**src/rtl/gpu_ram_port_arbiter.sv**
```systemverilog
// GPU-side port arbiter for the shared 1024x32 RAM: r0 (fixed priority), r1 and a fill engine
// share one registered command port; a tag pipeline routes read returns back to r0 or r1.
module gpu_ram_port_arbiter #(
    parameter logic [31:0] FILL_VALUE = 32'h0000_0000,
    parameter logic [9:0]  FILL_LAST  = 10'd1023
) (
    input  logic        clock,
    input  logic        reset_n,
    input  logic        r0_req,
    input  logic [9:0]  r0_addr,
    output logic        r0_ack,
    output logic        r0_rvalid,
    output logic [31:0] r0_rdata,
    input  logic        r1_req,
    input  logic        r1_we,
    input  logic [9:0]  r1_addr,
    input  logic [31:0] r1_wdata,
    output logic        r1_ack,
    output logic        r1_rvalid,
    output logic [31:0] r1_rdata,
    input  logic        fill_start,
    output logic        fill_busy,
    output logic        fill_done,
    output logic        mem_rden,
    output logic        mem_wren,
    output logic [9:0]  mem_addr,
    output logic [31:0] mem_data,
    input  logic [31:0] mem_q
);
    localparam int unsigned AW = 10;
    localparam int unsigned DW = 32;

    typedef enum logic [1:0] {FILL_IDLE, FILL_RUN, FILL_DONE} fill_state_e;
    typedef enum logic {SRC_R1, SRC_FILL} rr_src_e;
    typedef struct packed {
        logic valid;
        logic id;     // 0 = r0, 1 = r1
    } rd_tag_t;

    fill_state_e   fill_state_q, fill_state_d;
    logic [AW-1:0] fill_cnt_q, fill_cnt_d;
    logic          fill_busy_q, fill_busy_d;
    logic          fill_done_q, fill_done_d;
    rr_src_e       rr_q, rr_d;

    logic          fill_req;
    logic          r0_grant, r1_grant, fill_grant;

    logic          mem_rden_q, mem_rden_d;
    logic          mem_wren_q, mem_wren_d;
    logic          mem_id_q, mem_id_d;
    logic [AW-1:0] mem_addr_q, mem_addr_d;
    logic [DW-1:0] mem_data_q, mem_data_d;
    rd_tag_t       tag1_q;
    logic          r0_rvalid_q, r1_rvalid_q;

    // r0 always wins; r1 and fill alternate only when both compete
    always_comb begin
        fill_req   = (fill_state_q == FILL_RUN);
        r0_grant   = r0_req;
        r1_grant   = 1'b0;
        fill_grant = 1'b0;
        rr_d       = rr_q;
        if (!r0_req) begin
            if (r1_req && fill_req) begin
                if (rr_q == SRC_R1) begin
                    r1_grant = 1'b1;
                    rr_d     = SRC_FILL;
                end else begin
                    fill_grant = 1'b1;
                    rr_d       = SRC_R1;
                end
            end else begin
                r1_grant   = r1_req;
                fill_grant = fill_req;
            end
        end
    end

    // Fill engine next state
    always_comb begin
        fill_state_d = fill_state_q;
        fill_cnt_d   = fill_cnt_q;
        fill_busy_d  = fill_busy_q;
        fill_done_d  = 1'b0;
        unique case (fill_state_q)
            FILL_IDLE: begin
                if (fill_start) begin
                    fill_state_d = FILL_RUN;
                    fill_cnt_d   = '0;
                    fill_busy_d  = 1'b1;
                end
            end
            FILL_RUN: begin
                if (fill_grant) begin
                    if (fill_cnt_q == FILL_LAST) begin
                        fill_state_d = FILL_DONE;
                        fill_busy_d  = 1'b0;
                        fill_done_d  = 1'b1;
                    end else begin
                        fill_cnt_d = fill_cnt_q + AW'(1);
                    end
                end
            end
            FILL_DONE: fill_state_d = FILL_IDLE;
            default: begin
                fill_state_d = FILL_IDLE;
                fill_busy_d  = 1'b0;
            end
        endcase
    end

    // Command for the RAM; address and data hold when nothing is granted
    always_comb begin
        mem_rden_d = r0_grant | (r1_grant & ~r1_we);
        mem_wren_d = (r1_grant & r1_we) | fill_grant;
        mem_id_d   = r1_grant;
        mem_addr_d = mem_addr_q;
        mem_data_d = mem_data_q;
        if (r0_grant) begin
            mem_addr_d = r0_addr;
        end else if (r1_grant) begin
            mem_addr_d = r1_addr;
            if (r1_we) begin
                mem_data_d = r1_wdata;
            end
        end else if (fill_grant) begin
            mem_addr_d = fill_cnt_q;
            mem_data_d = FILL_VALUE;
        end
    end

    always_ff @(posedge clock or negedge reset_n) begin
        if (!reset_n) begin
            fill_state_q <= FILL_IDLE;
            fill_cnt_q   <= '0;
            fill_busy_q  <= 1'b0;
            fill_done_q  <= 1'b0;
            rr_q         <= SRC_R1;
            mem_rden_q   <= 1'b0;
            mem_wren_q   <= 1'b0;
            mem_id_q     <= 1'b0;
            mem_addr_q   <= '0;
            mem_data_q   <= '0;
            tag1_q       <= '0;
            r0_rvalid_q  <= 1'b0;
            r1_rvalid_q  <= 1'b0;
        end else begin
            fill_state_q <= fill_state_d;
            fill_cnt_q   <= fill_cnt_d;
            fill_busy_q  <= fill_busy_d;
            fill_done_q  <= fill_done_d;
            rr_q         <= rr_d;
            mem_rden_q   <= mem_rden_d;
            mem_wren_q   <= mem_wren_d;
            mem_id_q     <= mem_id_d;
            mem_addr_q   <= mem_addr_d;
            mem_data_q   <= mem_data_d;
            // Two tag stages track the RAM's address and output registers
            tag1_q.valid <= mem_rden_q;
            tag1_q.id    <= mem_id_q;
            r0_rvalid_q  <= tag1_q.valid & ~tag1_q.id;
            r1_rvalid_q  <= tag1_q.valid & tag1_q.id;
        end
    end

    assign r0_ack    = r0_grant;
    assign r1_ack    = r1_grant;
    assign r0_rvalid = r0_rvalid_q;
    assign r1_rvalid = r1_rvalid_q;
    assign r0_rdata  = mem_q;
    assign r1_rdata  = mem_q;
    assign fill_busy = fill_busy_q;
    assign fill_done = fill_done_q;
    assign mem_rden  = mem_rden_q;
    assign mem_wren  = mem_wren_q;
    assign mem_addr  = mem_addr_q;
    assign mem_data  = mem_data_q;

endmodule
```
**config.mk**
```make
export PLATFORM = sky130hd
export DESIGN_NAME = gpu_ram_port_arbiter
export DESIGN_NICKNAME = d
export VERILOG_FILES = /design/src/rtl/gpu_ram_port_arbiter.sv
export SDC_FILE = /design/constraint.sdc
export NUM_CORES = 1
export LEC_CHECK = 0
export ABC_AREA = 1
export CORE_MARGIN = 4
export CORE_UTILIZATION = 39
export CTS_CLUSTER_SIZE = 8
export DETAILED_ROUTE_END_ITERATION = 10
export MAX_ROUTING_LAYER = met4
export PLACE_DENSITY = 0.82
export SETUP_SLACK_MARGIN = 0.2
export SLEW_MARGIN = 20
export SYNTH_ARGS = -nofsm -noshare
export SYNTH_HDL_FRONTEND = slang
export SYNTH_SLANG_ARGS = --single-unit
```
**constraint.sdc**
```tcl
create_clock -name clock -period 1.61 [get_ports clock]
set_input_delay 0.322 -clock clock [delete_from_list [all_inputs] [get_ports clock]]
set_output_delay 0.322 -clock clock [all_outputs]
set_load 0.02 [all_outputs]
```
## Yosys cells after proc, flatten, opt, wreduce, memory -nomap -nowiden

Index checks and enable logic that the tools add are counted.

| storage, ports and cells | value |
|---|---|
| bits in registers | 64 |
| bits of input ports | 90 |
| output and inout bits | 114 |
| word-level logic and storage cells | 70 |

| operators by class | value |
|---|---|
| add/subtract/negate cells | 1 |
| equality and inequality tests | 8 |
| multiplexer cells | 27 |
| bitwise gates (word level) | 10 |
| reductions and logical operators | 10 |

Operators with widths:

| cell | number |
|---|---|
| 2-to-1 mux 32 bit | 3 |
| 2-to-1 mux 10 bit | 6 |
| case mux 10 bit (2 select lines) | 1 |
| 2-to-1 mux 1 bit | 12 |
| adder 10 x 1 -> 10 bit, second input constant | 1 |
| == test 10 bit, second input constant | 1 |
| AND reduction 4 bit | 2 |
| 2-to-1 mux 2 bit | 3 |
| inequality test 2 bit, second input constant | 3 |
| AND reduction 3 bit | 2 |
| bitwise AND 1 bit | 4 |
| inequality test 2 x 1 -> 1 bit, second input constant | 2 |
| NOT 1 bit | 4 |
| case mux 2 bit (2 select lines) | 1 |
| nonzero test 2 bit | 2 |
| case mux 1 bit (3 select lines) | 1 |
| nonzero test 3 bit | 1 |
| == test 2 x 1 -> 1 bit, second input constant | 1 |
| == test 2 bit, second input constant | 1 |
| zero test 2 bit | 1 |
| OR 1 bit | 2 |
| AND reduction 2 bit | 1 |
| logical AND 1 bit | 1 |

## Longest topological paths before layout

Gate-level depths: netlist of run 1.

| depth | value |
|---|---|
| depth after elaboration | 7 |
| depth in mapped cells | 9 |
| mapped depth without buffers | 9 |

## Worst setup path after synthesis of run 1

OpenSTA, ideal clock, no wires.

| timing path | value |
|---|---|
| path kind | register to output |
| start point | register fill_state_q[0] |
| end point | output port r1_ack |
| arrival | 1088 ps |
| required time | 1288 ps |
| setup slack | 200 ps |
| cell stages (with the launch flop) | 7 |
| path buffers | 1 |
| cells stage by stage | dfrtp_1 > inv_2 > nor2_8 > nand2_4 > nand2_8 > nor2_8 > buf_4 |

| between the ends | value |
|---|---|
| cells in the longest elaborated chain, start to end | 4 |

RTL lines:

| what | line | RTL |
|---|---|---|
| start: declaration | 40 | `fill_state_e fill_state_q, fill_state_d;` |
| start signal: assignment | 149 | `fill_state_q <= fill_state_d;` |
| == test 2 x 1 -> 1 bit | 59 | `fill_req = (fill_state_q == FILL_RUN);` |
| logical AND 1 bit | 65 | `if (r1_req && fill_req) begin` |
| 2-to-1 mux 1 bit | 65 |  |
| 2-to-1 mux 1 bit | 64 | `if (!r0_req) begin` |
| end: declaration | 18 | `output logic r1_ack,` |

No other way between the ends.

## Worst setup path after layout of run 1

Same ends and word-level chain as after synthesis.

==> flow_metrics.env, run 1 <==
export IMPL_status="completed"
export IMPL_setup_viol=0
export IMPL_r2r_slack_ns=0.06
export IMPL_grt_first_pass_wirelength_um=14300
export IMPL_avgSynthCellArea_um2=8.40
export IMPL_synth_fa_ha_area_share_pct=0.348
export IMPL_path_max_fanout=2
export IMPL_pre_cts_slack_ns=-0.491
export IMPL_ys_warnings_count=0
export IMPL_postCtsHoldBufs=0
export IMPL_worstSkewPairLatency_ns=0.32
export IMPL_crit_type="reg2out"
export IMPL_fp_dieArea_um2=10800
export IMPL_layout_commonest_cell="nand2_1"
export IMPL_grt_pass1_vias=3042
export IMPL_cts_buffers=9
export IMPL_ios=204
export IMPL_period_needed_ns=1.57
export IMPL_vdd_ir_drop_max_mv=0.441
export IMPL_ys_seq_area_share_pct=44.5
export IMPL_vias_per_cell=4.94
export IMPL_mappedNetlistArea_um2=3600
export IMPL_syn_nets=519
export IMPL_antenna_found_initial=0
export IMPL_path_clk_slew_ns=0.07
export IMPL_gp_congestion=0.916
export IMPL_fp_dieW_um=104
export IMPL_rsz0062_at_grt="true"
export IMPL_gr_total_overflow=0
export IMPL_post_dp_hpwl_um=6300
export IMPL_final_max_slew_violation_count=0
export IMPL_clock_sinks=64
export IMPL_start_kind="register"
export IMPL_start_util_pct=40.7
export IMPL_drc_errors=0
export IMPL_synthMuxAreaShare_pct=0
export IMPL_hold_violations=0
export IMPL_cap_viol_max_count=0
export IMPL_finalCritPeriodShare_pct=97.6
export IMPL_synth_top_family_by_area="simple AND/OR/NAND/NOR gates"
export IMPL_required_ns=1.29
export IMPL_num_rows=34
export IMPL_synth_cell_types=29
export IMPL_cts_path_max_buffers=2
export IMPL_wl_per_cell_um=14.6
export IMPL_fin_area_um2=4730
export IMPL_drt_iter0_drc=127
export IMPL_grt_max_degree=65
export IMPL_core_area_um2=8850
export IMPL_via_count=3014
export IMPL_postPlaceCellArea_um2=4410
export IMPL_drtAntennaViolNets=0
export IMPL_crit_arrival_ns=1.25
export IMPL_tightestPinTransition_ns=0.338
export IMPL_yosys_area_share_simple_pct=33.5
export IMPL_cts_tree="built"
export IMPL_cts_htree_levels=3
export IMPL_firstDrtPassIters=4
export IMPL_root_buffer="clkbuf_8"
export IMPL_power_density_nw_per_um2=941
export IMPL_io_buffers=107
export IMPL_fin_skew_ns=0.00656
export IMPL_fp_dieH_um=104
export IMPL_layout_drive_gt1_share_pct=16.9
export IMPL_finalPower_w=0.00445
export IMPL_layout_common_cells="nand2_1 (104), nand3_1 (88), dfrtp_1 (63), clkdlybuf4s50_1 (56), dlygate4sd2_1 (38)"
export IMPL_max_slew_margin_pct=77.5
export IMPL_synthXorXnorAreaFrac_pct=0.243
export IMPL_nets=588
export IMPL_hp_class="in2async"
export IMPL_antenna_cells=0
export IMPL_routed_wl_um=8890
export IMPL_synth_compound_area_share_pct=2.33
export IMPL_clock_fmax_mhz=636
export IMPL_syn_inst=428
export IMPL_track_usage_pct=16.4
export IMPL_leakage_nw=2.41
export IMPL_synth_seq_cells=64
export IMPL_layout_setup_ws_ns=0.0380
export IMPL_end_kind="output pin"
export IMPL_area_growth_synth_to_final_pct=31.4
per-stage QoR:
| stage | util, % | TNS, ns | instances | hold slack [ns] |
|---|---|---|---|---|
| after floorplan | - | 0 | 428 | 0.0264 |
| after detailed placement | 49.8 | -22.65 | 587 | 0.336 |
| final | 53.4 | 0 | 610 | 0.000892 |
| after global placement | 49.8 | -20.05 | 587 | 0.333 |
| after CTS | 51.9 | 0 | 603 | 0.00817 |
| after global routing | 53.4 | -0.0887 | 610 | 0.0208 |
layer usage:
layer | vias up | routed length (µm) | global-route usage, %
li1 | 1472 | - | -
met1 | 1420 | 3780 | 19.7
met2 | 99 | 4350 | 25.7
met3 | 23 | 607 | 4.72
met4 | 0 | 151 | 7.22
met5 | - | 0 | -
worst max-delay path, stage by stage, from the launching register on:
cell and delay [ns]:
dfrtp_1 0.39, inv_2 0.11, nor2_8 0.04, nand2_4 0.08, nand2_8 0.07, nor2_8 0.10, buf_6 0.13
cell usage after synthesis (all sizes together):
master / number / area [µm²]
nor3: 1 / 5.00
nand2: 114 / 482
nand3b: 3 / 22.5
xor2: 1 / 8.76
a21oi: 4 / 20.0
clkbuf: 3 / 11.3
a31oi: 1 / 6.26
ha: 1 / 12.5
o21ai: 10 / 50.0
inv: 16 / 62.6
dfrtp: 64 / 1600
o21bai: 1 / 7.51
or2: 4 / 25.0
buf: 81 / 613
nor2: 20 / 123
nand3: 93 / 478
nand4: 11 / 68.8
timing repair:
item,in CTS,in global routing
pin swaps,0,4
endpoints found under the setup margin,109,70
hold endpoints to repair,0,0
resized for setup,70,29
setup buffers,0,6
cloned,0,1
flip-flops by register name (all words and copies together), names as in the netlist:
register / cells
r1_rvalid: 1
mem_addr: 10
fill_done: 1
r0_rvalid: 1
mem_wren: 1
mem_data: 32
fill_busy: 1
fill_cnt_q: 10
mem_rden: 1
mem_id_q: 1
rr_q: 1
tag1_q: 2
fill_state_q: 2
power by group:
group / internal [W] / switching [W] / total (W) / leakage (nW)
combinational: 0.000534 / 0.000629 / 0.00116 / 1.49
clock: 0.000755 / 0.000604 / 0.00136 / 0.0993
sequential: 0.00179 / 0.000131 / 0.00192 / 0.828
kinds of logic (layout without fill, tap and decap cells):
group                      Yosys count  count (layout)
AOI/OAI and AO/OA                   16              16
xor gates and xnor gates             1               1
adders and majority gates            1               1
buffers and inverters              100             173
DFF                                 64              64
and+or+nand+nor                    246             247
layout make-up:
cell class,count,area [µm²]
Fill cell,803,4120
Sequential cell,64,1600
Multi-Input combinational cell,265,1390
Timing Repair Buffer,141,1330
Clock buffer,11,141
Tap cell,108,135
Inverter,16,70.1
Clock inverter,5,56.3
path summary, 6_finish.rpt:
path / start / to / cells after the start
max in group asynchronous: reset_n / mem_addr[9] / 2
min in group clock: mem_id_q / tag1_q[0] / 0
worst max-delay path: fill_state_q[0] / r1_ack / 6
worst max register to register: fill_state_q[1] / mem_addr[6] / 10
worst min-delay path: reset_n / fill_state_q[1] / 2
worst min register to register: mem_id_q / tag1_q[0] / 0
(Power assumes the default switching activity.)
==> run 2: changes to the inputs <==
SLEW_MARGIN = 5   (was 20)
==> results of run 2 <==
No change in the layout: final DEF, timing and power equal those of run 1.
==> run 3: changes to the inputs <==
CTS_CLUSTER_DIAMETER = 40   (was unset)
==> results of run 3 <==
No change in the layout: final DEF, timing and power equal those of run 1.
